$ cat src/rtl/uart_tx_module.sv
// -----------------------------------------------------------------------------
// uart_tx_module
//
// UART transmitter. Bytes enter a small FIFO over a valid/ready handshake and
// are sent on Tx as: start bit (0), 8 data bits LSB first, an optional parity
// bit, and one stop bit (1). Every bit lasts 16 strobes of clk_16bd. Parity
// enable/odd is written over the shared 4-bit register bus and is captured
// per frame when the byte is loaded, so a mid-frame write only affects later
// frames.
//
// Ports:
//   clk       in   system clock (only clock)
//   rst       in   synchronous active-high reset
//   clk_16bd  in   one-cycle strobe at 16x baud
//   address   in   [3:0] register-bus address
//   data      in   [3:0] register-bus write data (bit0 parity en, bit1 odd)
//   valid     in   register-bus write strobe
//   ack       out  one-cycle acknowledge for a write to CFG_ADDR
//   tx_data   in   [7:0] byte offered for transmission
//   tx_valid  in   tx_data is offered
//   tx_ready  out  FIFO has room (count < FIFO_DEPTH)
//   busy      out  a frame is on the line or the FIFO is non-empty
//   Tx        out  serial line, idles high
// -----------------------------------------------------------------------------
module uart_tx_module #(
    parameter int         FIFO_DEPTH = 4,
    parameter logic [3:0] CFG_ADDR   = 4'h6
) (
    input  logic       clk,
    input  logic       rst,
    input  logic       clk_16bd,
    input  logic [3:0] address,
    input  logic [3:0] data,
    input  logic       valid,
    output logic       ack,
    input  logic [7:0] tx_data,
    input  logic       tx_valid,
    output logic       tx_ready,
    output logic       busy,
    output logic       Tx
);

    localparam int PTR_W = (FIFO_DEPTH > 1) ? $clog2(FIFO_DEPTH) : 1;
    localparam int CNT_W = PTR_W + 1;

    localparam logic [2:0] ST_IDLE   = 3'd0;
    localparam logic [2:0] ST_START  = 3'd1;
    localparam logic [2:0] ST_DATA   = 3'd2;
    localparam logic [2:0] ST_PARITY = 3'd3;
    localparam logic [2:0] ST_STOP   = 3'd4;

    // Even parity is the XOR of the data bits; odd mode inverts it.
    function automatic logic parity_bit(input logic [7:0] d, input logic odd);
        return (^d) ^ odd;
    endfunction

    // FIFO storage and pointers
    logic [7:0]       mem_q [FIFO_DEPTH];
    logic [PTR_W-1:0] wr_ptr_q, wr_ptr_d;
    logic [PTR_W-1:0] rd_ptr_q, rd_ptr_d;
    logic [CNT_W-1:0] count_q, count_d;

    // Frame engine
    logic [2:0] state_q, state_d;
    logic [3:0] tick_q, tick_d;
    logic [2:0] idx_q, idx_d;
    logic [7:0] shift_q, shift_d;
    logic       par_en_q, par_en_d;
    logic       par_bit_q, par_bit_d;

    // Configuration and registered outputs
    logic [1:0] cfg_q, cfg_d;
    logic       ack_q, ack_d;
    logic       tx_q, tx_d;
    logic       busy_q, busy_d;

    logic       push_s;
    logic       pop_s;
    logic       fifo_room_s;
    logic       fifo_nempty_s;
    logic       tick_end_s;
    logic [3:0] tick_adv_s;
    logic [7:0] head_s;
    logic       unused_cfg_bits_s;

    assign fifo_room_s       = (count_q < CNT_W'(FIFO_DEPTH));
    assign fifo_nempty_s     = (count_q != {CNT_W{1'b0}});
    assign push_s            = tx_valid && fifo_room_s;
    assign head_s            = mem_q[rd_ptr_q];
    assign tick_end_s        = clk_16bd && (tick_q == 4'd15);
    assign tick_adv_s        = clk_16bd ? (tick_q + 4'd1) : tick_q;
    assign unused_cfg_bits_s = ^data[3:2];

    assign tx_ready = fifo_room_s;
    assign ack      = ack_q;
    assign busy     = busy_q;
    assign Tx       = tx_q;

    // Frame FSM: state, tick counter, bit index and per-frame load of byte + parity config.
    always_comb begin
        state_d   = state_q;
        tick_d    = tick_q;
        idx_d     = idx_q;
        shift_d   = shift_q;
        par_en_d  = par_en_q;
        par_bit_d = par_bit_q;
        pop_s     = 1'b0;
        case (state_q)
            ST_IDLE: begin
                // Strobes are ignored here; the tick counter restarts on load.
                if (fifo_nempty_s) begin
                    pop_s     = 1'b1;
                    shift_d   = head_s;
                    par_en_d  = cfg_q[0];
                    par_bit_d = parity_bit(head_s, cfg_q[1]);
                    tick_d    = 4'd0;
                    idx_d     = 3'd0;
                    state_d   = ST_START;
                end else begin
                    state_d   = ST_IDLE;
                end
            end
            ST_START: begin
                tick_d = tick_adv_s;
                if (tick_end_s) begin
                    state_d = ST_DATA;
                end else begin
                    state_d = ST_START;
                end
            end
            ST_DATA: begin
                tick_d = tick_adv_s;
                if (tick_end_s) begin
                    if (idx_q == 3'd7) begin
                        idx_d   = 3'd0;
                        state_d = par_en_q ? ST_PARITY : ST_STOP;
                    end else begin
                        idx_d   = idx_q + 3'd1;
                        state_d = ST_DATA;
                    end
                end else begin
                    state_d = ST_DATA;
                end
            end
            ST_PARITY: begin
                tick_d = tick_adv_s;
                if (tick_end_s) begin
                    state_d = ST_STOP;
                end else begin
                    state_d = ST_PARITY;
                end
            end
            ST_STOP: begin
                tick_d = tick_adv_s;
                if (tick_end_s) begin
                    // Queued byte goes straight into the next start bit, no idle bit.
                    if (fifo_nempty_s) begin
                        pop_s     = 1'b1;
                        shift_d   = head_s;
                        par_en_d  = cfg_q[0];
                        par_bit_d = parity_bit(head_s, cfg_q[1]);
                        tick_d    = 4'd0;
                        idx_d     = 3'd0;
                        state_d   = ST_START;
                    end else begin
                        state_d   = ST_IDLE;
                    end
                end else begin
                    state_d = ST_STOP;
                end
            end
            default: begin
                state_d = ST_IDLE;
                tick_d  = 4'd0;
                idx_d   = 3'd0;
            end
        endcase
    end

    // Line level for the state currently held; registered, so Tx trails the state by one cycle.
    always_comb begin
        case (state_q)
            ST_IDLE:   tx_d = 1'b1;
            ST_START:  tx_d = 1'b0;
            ST_DATA:   tx_d = shift_q[idx_q];
            ST_PARITY: tx_d = par_bit_q;
            ST_STOP:   tx_d = 1'b1;
            default:   tx_d = 1'b1;
        endcase
    end

    // FIFO pointer/count update; a simultaneous push and pop leaves the count unchanged.
    always_comb begin
        wr_ptr_d = push_s ? (wr_ptr_q + PTR_W'(1)) : wr_ptr_q;
        rd_ptr_d = pop_s  ? (rd_ptr_q + PTR_W'(1)) : rd_ptr_q;
        case ({push_s, pop_s})
            2'b10:   count_d = count_q + CNT_W'(1);
            2'b01:   count_d = count_q - CNT_W'(1);
            default: count_d = count_q;
        endcase
    end

    // Register-bus write decode and busy derived from next-state values.
    always_comb begin
        ack_d = valid && (address == CFG_ADDR);
        if (ack_d) begin
            cfg_d = data[1:0];
        end else begin
            cfg_d = cfg_q;
        end
        busy_d = (state_d != ST_IDLE) || (count_d != {CNT_W{1'b0}});
    end

    // State registers with synchronous reset.
    always_ff @(posedge clk) begin
        if (rst) begin
            state_q   <= ST_IDLE;
            tick_q    <= 4'd0;
            idx_q     <= 3'd0;
            shift_q   <= 8'd0;
            par_en_q  <= 1'b0;
            par_bit_q <= 1'b0;
            wr_ptr_q  <= {PTR_W{1'b0}};
            rd_ptr_q  <= {PTR_W{1'b0}};
            count_q   <= {CNT_W{1'b0}};
            cfg_q     <= 2'b00;
            ack_q     <= 1'b0;
            tx_q      <= 1'b1;
            busy_q    <= 1'b0;
        end else begin
            state_q   <= state_d;
            tick_q    <= tick_d;
            idx_q     <= idx_d;
            shift_q   <= shift_d;
            par_en_q  <= par_en_d;
            par_bit_q <= par_bit_d;
            wr_ptr_q  <= wr_ptr_d;
            rd_ptr_q  <= rd_ptr_d;
            count_q   <= count_d;
            cfg_q     <= cfg_d;
            ack_q     <= ack_d;
            tx_q      <= tx_d;
            busy_q    <= busy_d;
        end
    end

    // FIFO data array; contents need no reset because the pointers are cleared.
    always_ff @(posedge clk) begin
        if (!rst && push_s) begin
            mem_q[wr_ptr_q] <= tx_data;
        end
    end

endmodule

$ cat config.mk
export PLATFORM = sky130hd
export DESIGN_NAME = uart_tx_module
export DESIGN_NICKNAME = d
export VERILOG_FILES = /design/src/rtl/uart_tx_module.sv
export SDC_FILE = /design/constraint.sdc
export NUM_CORES = 1
export LEC_CHECK = 0
export ABC_CLOCK_PERIOD_IN_PS = 3300
export BUFFER_PORTS_ARGS = -buffer_cell sky130_fd_sc_hd__buf_4
export CAP_MARGIN = 20
export CORE_AREA = 2 2 67 85
export DETAILED_ROUTE_END_ITERATION = 8
export DIE_AREA = 0 0 69 87
export PLACE_DENSITY_LB_ADDON = 0.08
export REMOVE_ABC_BUFFERS = 1
export SLEW_MARGIN = 5
export SYNTH_ARGS = -nofsm -noshare
export SYNTH_HDL_FRONTEND = slang
export SYNTH_SLANG_ARGS = --single-unit
$ cat constraint.sdc
create_clock -name clk -period 3.3 [get_ports clk]
set_input_delay 0.165 -clock clk [delete_from_list [all_inputs] [get_ports clk]]
set_output_delay 0.165 -clock clk [all_outputs]
set_load 0.1 [all_outputs]
==> results of run 1 <==
## critical path, stage by stage (launching register included)
cell and delay (ns):
dfxtp_1 0.37, ha_1 0.18, nand4_1 0.19, a2111oi_4 0.44, ha_1 0.24, inv_1 0.06
fa_1 0.37, xor2_1 0.24, xnor2_1 0.09, a31o_2 0.24, a21oi_1 0.11
## what timing repair did
action                                 CTS  global route
hold buffers                             1             0
buffers inserted                         0             0
endpoints found under the hold margin    1             0
## per-stage QoR
stage                     hold WS [ns]  area, sq um
after floorplan                  0.234         2830
after global placement           0.339         3110
after detailed placement         0.340         3110
after CTS                       0.0185         3340
after global routing            0.0211         3340
final                           0.0319         3340
## metal layers
| metal | GRT usage | routed length (um) |
|---|---|---|
| met1 | 0.197 | 1990 |
| met2 | 0.267 | 2190 |
| met3 | 0.0347 | 143 |
| met4 | 0.0856 | 78 |
| met5 | 0 | 0 |
## sequential cells by signal, indices dropped and copies added (netlist names), named ones only
name,flops
Tx,1
wr_ptr_q,2
cfg_q,2
busy,1
count_q,3
par_bit_q,1
shift_q,8
idx_q,3
rd_ptr_q,2
mem_q,32
state_q,3
ack,1
tick_q,4
par_en_q,1
## synth_stat cells (all sizes together), types with 2 or more instances
library cell	count
dfxtp	34
edfxtp	32
nor2	30
a21oi	13
mux2i	12
inv	10
mux4	10
xnor2	10
clkbuf	9
nand2	9
ha	8
nor3	5
xor2	5
and2	4
or3	4
o21ai	3
a211oi	2
a31oi	2
buf	2
nand4	2
nor3b	2
nor4b	2
or2	2
## cell families (layout without fill, tap and decap cells)
kind of cell             Yosys count  after routing
AND/OR/NAND/NOR                   66             66
XOR/XNOR                          16             16
multiplexers                      22             22
flip-flops                        66             66
AO/OA/AOI/OAI                     27             27
adder cells (fa/ha/maj)            9              9
buffers and inverters             21             52
## final cells by class
class | instances | area, sq um | area share
clock buffers | 9 | 124 | 0.0371
clock inverters | 7 | 101 | 0.0303
inverters | 10 | 37.5 | 0.0112
multi-input cells | 140 | 1160 | 0.347
flip-flops and latches | 66 | 1640 | 0.491
well taps | 64 | 80.1 | 0.0240
repair buffers | 26 | 198 | 0.0591
## power by group through the flow
stage	combinational [mW]	sequential (mW)	clock [mW]
3_5_place_dp	1.01	1.11	0
6_report	1.00	1.09	0.746
5_1_grt	1.11	1.11	0.800
3_3_place_gp	0.997	1.11	0
2_1_floorplan	0.731	1.15	0
4_1_cts	1.01	1.09	0.763
## worst min path at each step
stage | end | slack, ns | from
after detailed placement | ack | 0.34 | address[0]
after global routing | mem_q[0][3] | 0.02 | tx_data[3]
after floorplan | busy | 0.23 | rst
after CTS | mem_q[0][5] | 0.02 | tx_data[5]
after global placement | ack | 0.34 | address[0]
final | mem_q[0][5] | 0.03 | tx_data[5]
## cells in the final DEF (no fill, tap or decap), drive strengths merged, types with 2 or more instances in the layout
master and n:
mux4 10, clkinvlp 2, buf 25, edfxtp 32, inv 11, and2 4
o21ai 3, ha 8, clkinv 2, or3 4, nand4 2, a21oi 13
or2 2, nor2 30, nor3 5, clkbuf 9, xor2 5, bufinv 2
nor3b 2, a31oi 2, xnor2 10, nand2 9, a211oi 2, nor4b 2
mux2i 12, dfxtp 34
==> out/metrics.cfg, run 1 <==
[global_routing]
grt_pass1_vias=1634
grt_pass1_wl_um=7440
antenna_found_initial=0
grt_max_degree=35
grt.total_usage=0.161
overflow=0

[synth]
syn_inst=227
synth_fa_ha_area_frac=0.0416
synthMuxAreaShare=0.127
syn_area_sq_um=2890
synth_compound_area_frac=0.0598
ys_seq_area_frac=0.568
synth_edf_count=32
synthSimpleGateAreaFrac=0.113
synthArstFlopShare=0
yosys_warnings=0
synth_top_family_by_area=multiplexers
netlist_top_cells_area=edfxtp_1 33%, dfxtp_1 24%, mux4_1 5.5%
avgSynthCellArea_sq_um=12.7
yosysUniqueCellTypes=42
synth_ff_type=dfxtp_1
synth_top_area_share=0.333
synthXorXnorAreaFrac=0.0559
synth_seq_cells=66
yosys.area.top_type=edfxtp_1

[placed_design]
routabilityCongestion=0.682
place_inst=305
io_buffer_count=22
hpwl_um=3090
dp_worst_setup_slack_ns=0.675

[pwr]
peakVddDrop_mv=0.429
internal-power_mw=1.89
power_leakage_nw=1.22
clockPowerShare=0.263
pwr-share-comb=0.354
seq_power_share=0.383
p_sw_mw=0.946
power_mw=2.84
powerDensity_nw_per_um2=848
swShare=0.334

[clock_network]
cts_buffers=9
clkSlewWorstSetupHoldPaths_ns=0.08
cts_resized=0
cts_buffer_depth=2
clkLatencyLatePin_ns=0.33
cts_root_buf=clkbuf_8
cts.sinks=66
htreeDepth=3
cts_tree=yes

[critical_path]
start_kind=flop
critical_path.max_fanout=3
rrSetupSlack_ns=0.69
crit_path_end_kind=flop
startpoint=tick_q[0]
timing.rr.end=busy
cp.arrival_ns=2.88
endpoint=busy
setup.worst_path.class=flop to flop
required_ns=3.57
r2r_cells=10
regToRegStartpoint=tick_q[0]

[floorplan]
ios=25
rows=30
coreArea_sq_um=5260
die-height_um=87
die_area_sq_um=6000
initial_utilization=0.550
dieWidth_um=69

[route]
avgRoutedWirePerCell_um=13.7
drtIter0Drc=109
drc_errors=0
antenna_left=0
drt_wl_total_um=4410
vias=1695
viasPerCell=5.26
dr.pass1.iters=4

[sta]
setup_viol=0
hold_violations=0
period_minus_slack_ns=2.61
setup_tns_ns=0
rsz0062_at_grt=false
worst_slack_ns=0.691
worst_clock_skew_ns=0.0102
fin_crit_sh=0.790
slew_headroom=0.506
worst_pin_slew_ns=0.739
slew_violations=0
fmax_ghz=0.383

[final_layout]
post-route-util=0.636
fillers=418
drive_gt1_frac=0.198
num_antenna_cells=0
nets=283
syn2layout_area_growth_pct=15.8
instances_no_fill=322

[outcome]
status=finished, final reports clean

[run]
maxCapViolations=0

[worst_hold_path]
hp-class=input port to flop
holdPathStages=1

(Power assumes the default switching activity.)
==> inputs of run 2 (changes only) <==
- ABC_CLOCK_PERIOD_IN_PS: 3300 -> 2600
- clock period: 3.3 -> 2.6 ns (I/O delays scaled with it)
==> run 2 against run 1 <==
Net effect:
- first-iteration DRC count fell by 24%
- via count rose by 6.3%
- largest power group is now combinational cells
- sequential power rose by 26%
- highest routed layer unchanged
- sequential share of layout area fell by 2.7 points
- non-clock buffer count rose by 14
- routed wire length rose by 9.1%
- critical path depth did not move
==> out/metrics.cfg, run 2 (synthesis results as in run 1) <==
[route]
wl_met3_um=148
dr.pass1.iters=4
drt_wl_total_um=4810
vias=1802
avgRoutedWirePerCell_um=14.3
drc_errors=0
antenna_left=0
dr_wl_met2_um=2540
viasPerCell=5.36
top_layer=met4
met1_length_um=2050
drtIter0Drc=83

[pwr]
peakVddDrop_mv=0.556
power_leakage_nw=1.31
powerDensity_nw_per_um2=1100

[critical_path]
r2r_cells=10
required_ns=2.88
crit_path_end_kind=flop
timing.rr.end=busy
cp.arrival_ns=2.71
critical_path.max_fanout=3
setup.worst_path.class=flop to flop
regToRegStartpoint=tick_q[1]
rrSetupSlack_ns=0.18
start_kind=flop

[clock_network]
clkSlewWorstSetupHoldPaths_ns=0.08
clkLatencyLatePin_ns=0.34
cts_tree=yes
cts_root_buf=clkbuf_8
cts_buffer_depth=2
cts_buffers=9
htreeDepth=3
cts.sinks=66

[final_layout]
top_register=mem_q
drive_gt1_frac=0.239
syn2layout_area_growth_pct=22.6
final_cell_mix=32 x dfxtp_1, 32 x edfxtp_1, 31 x buf_4, 30 x nor2_1
top_regs=mem_q (32), shift_q (8), tick_q (4)
largest_register_ffs=32
num_antenna_cells=0
nets=297

[worst_hold_path]
holdPathStages=3
min_to=cfg_q[0]
hp-class=input port to flop
min_from=data[0]

[placed_design]
routabilityCongestion=0.727
io_buffer_count=22
hpwl_um=3260
dp_worst_setup_slack_ns=0.0477

[sta]
worst_slack_ns=0.177
rsz0062_at_grt=true
fin_crit_sh=0.932
worst_pin_slew_ns=0.641
hold_violations=0
setup_tns_ns=0
setup_viol=0
worst_clock_skew_ns=0.00995
slew_violations=0
period_minus_slack_ns=2.42
fmax_ghz=0.413
slew_headroom=0.571

[global_routing]
overflow=0
antenna_found_initial=0
grt_pass1_vias=1818
grt.total_usage=0.174
grt_pass1_wl_um=8160
grt_max_degree=35

[floorplan]
coreArea_sq_um=5260
ios=25
die_area_sq_um=6000
rows=30
dieWidth_um=69
die-height_um=87
initial_utilization=0.550

[run]
maxCapViolations=0

[outcome]
status=finished, final reports clean

run 2: cell types whose count changed in the layout (fill, tap and decap cells not counted), moves of 2 or more:
cell / previous run / this run
ha_1: 8 / 6
dfxtp_1: 34 / 32
buf_4: 25 / 31
dlygate4sd3_1: 1 / 9
bufinv_16: 2 / 4
dfxtp_2: 0 / 2
run 2: final cells by class:
| type | count | area, sq um |
|---|---|---|
| clock buffers | 9 | 124 |
| clock inverters | 7 | 141 |
| fillers | 405 | 1720 |
| inverters | 10 | 37.5 |
| multi-input cells | 140 | 1190 |
| flip-flops and latches | 66 | 1640 |
| well taps | 64 | 80.1 |
| repair buffers | 40 | 323 |
run 2: worst max-delay path, stage by stage, from the launching register on:
cell	delay (ns)
dfxtp_2	0.36
ha_4	0.13
nand4_1	0.16
a2111oi_4	0.36
ha_2	0.27
inv_2	0.05
fa_2	0.37
xor2_2	0.20
xnor2_1	0.13
a31o_2	0.24
a21oi_2	0.10
run 2: what timing repair did:
item	CTS	global route
buffers inserted	0	2
endpoints found under the hold margin	33	0
endpoints found under the setup margin	0	2
hold buffers	9	0
gates resized for setup	0	9
run 2: power breakdown:
group          total, mW  leakage (nW)  internal, mW  switching [mW]
clock network       1.13         0.129         0.733           0.393
registers           1.37         0.569          1.25           0.119
logic               1.38         0.611         0.665           0.717
run 2: layer usage:
| metal | GRT usage | vias up |
|---|---|---|
| met5 | 0 | - |
| met4 | 0.0802 | 0 |
| met3 | 0.0370 | 7 |
| met2 | 0.312 | 26 |
| met1 | 0.200 | 862 |
| li1 | - | 907 |
run 2: worst max-delay path by stage:
stage / from / end / depth (start not counted)
after floorplan: tick_q[0] / busy / 10
after global routing: tick_q[1] / busy / 10
after CTS: tick_q[0] / busy / 10
after detailed placement: tick_q[0] / busy / 10
final: tick_q[1] / busy / 10
after global placement: tick_q[0] / busy / 10
run 2: per-stage QoR:
| step | cells | total power [mW] | util | hold slack, ns | area [sq um] |
|---|---|---|---|---|---|
| after global placement | 309 | 2.70 | 0.597 | 0.303 | 3140 |
| after global routing | 336 | 4.11 | 0.674 | 0.0256 | 3540 |
| final | 336 | 3.88 | 0.674 | 0.0241 | 3540 |
| after CTS | 334 | 3.86 | 0.665 | 0.0127 | 3490 |
| after floorplan | 216 | 2.39 | - | 0.199 | 2830 |
| after detailed placement | 309 | 2.71 | 0.597 | 0.309 | 3140 |
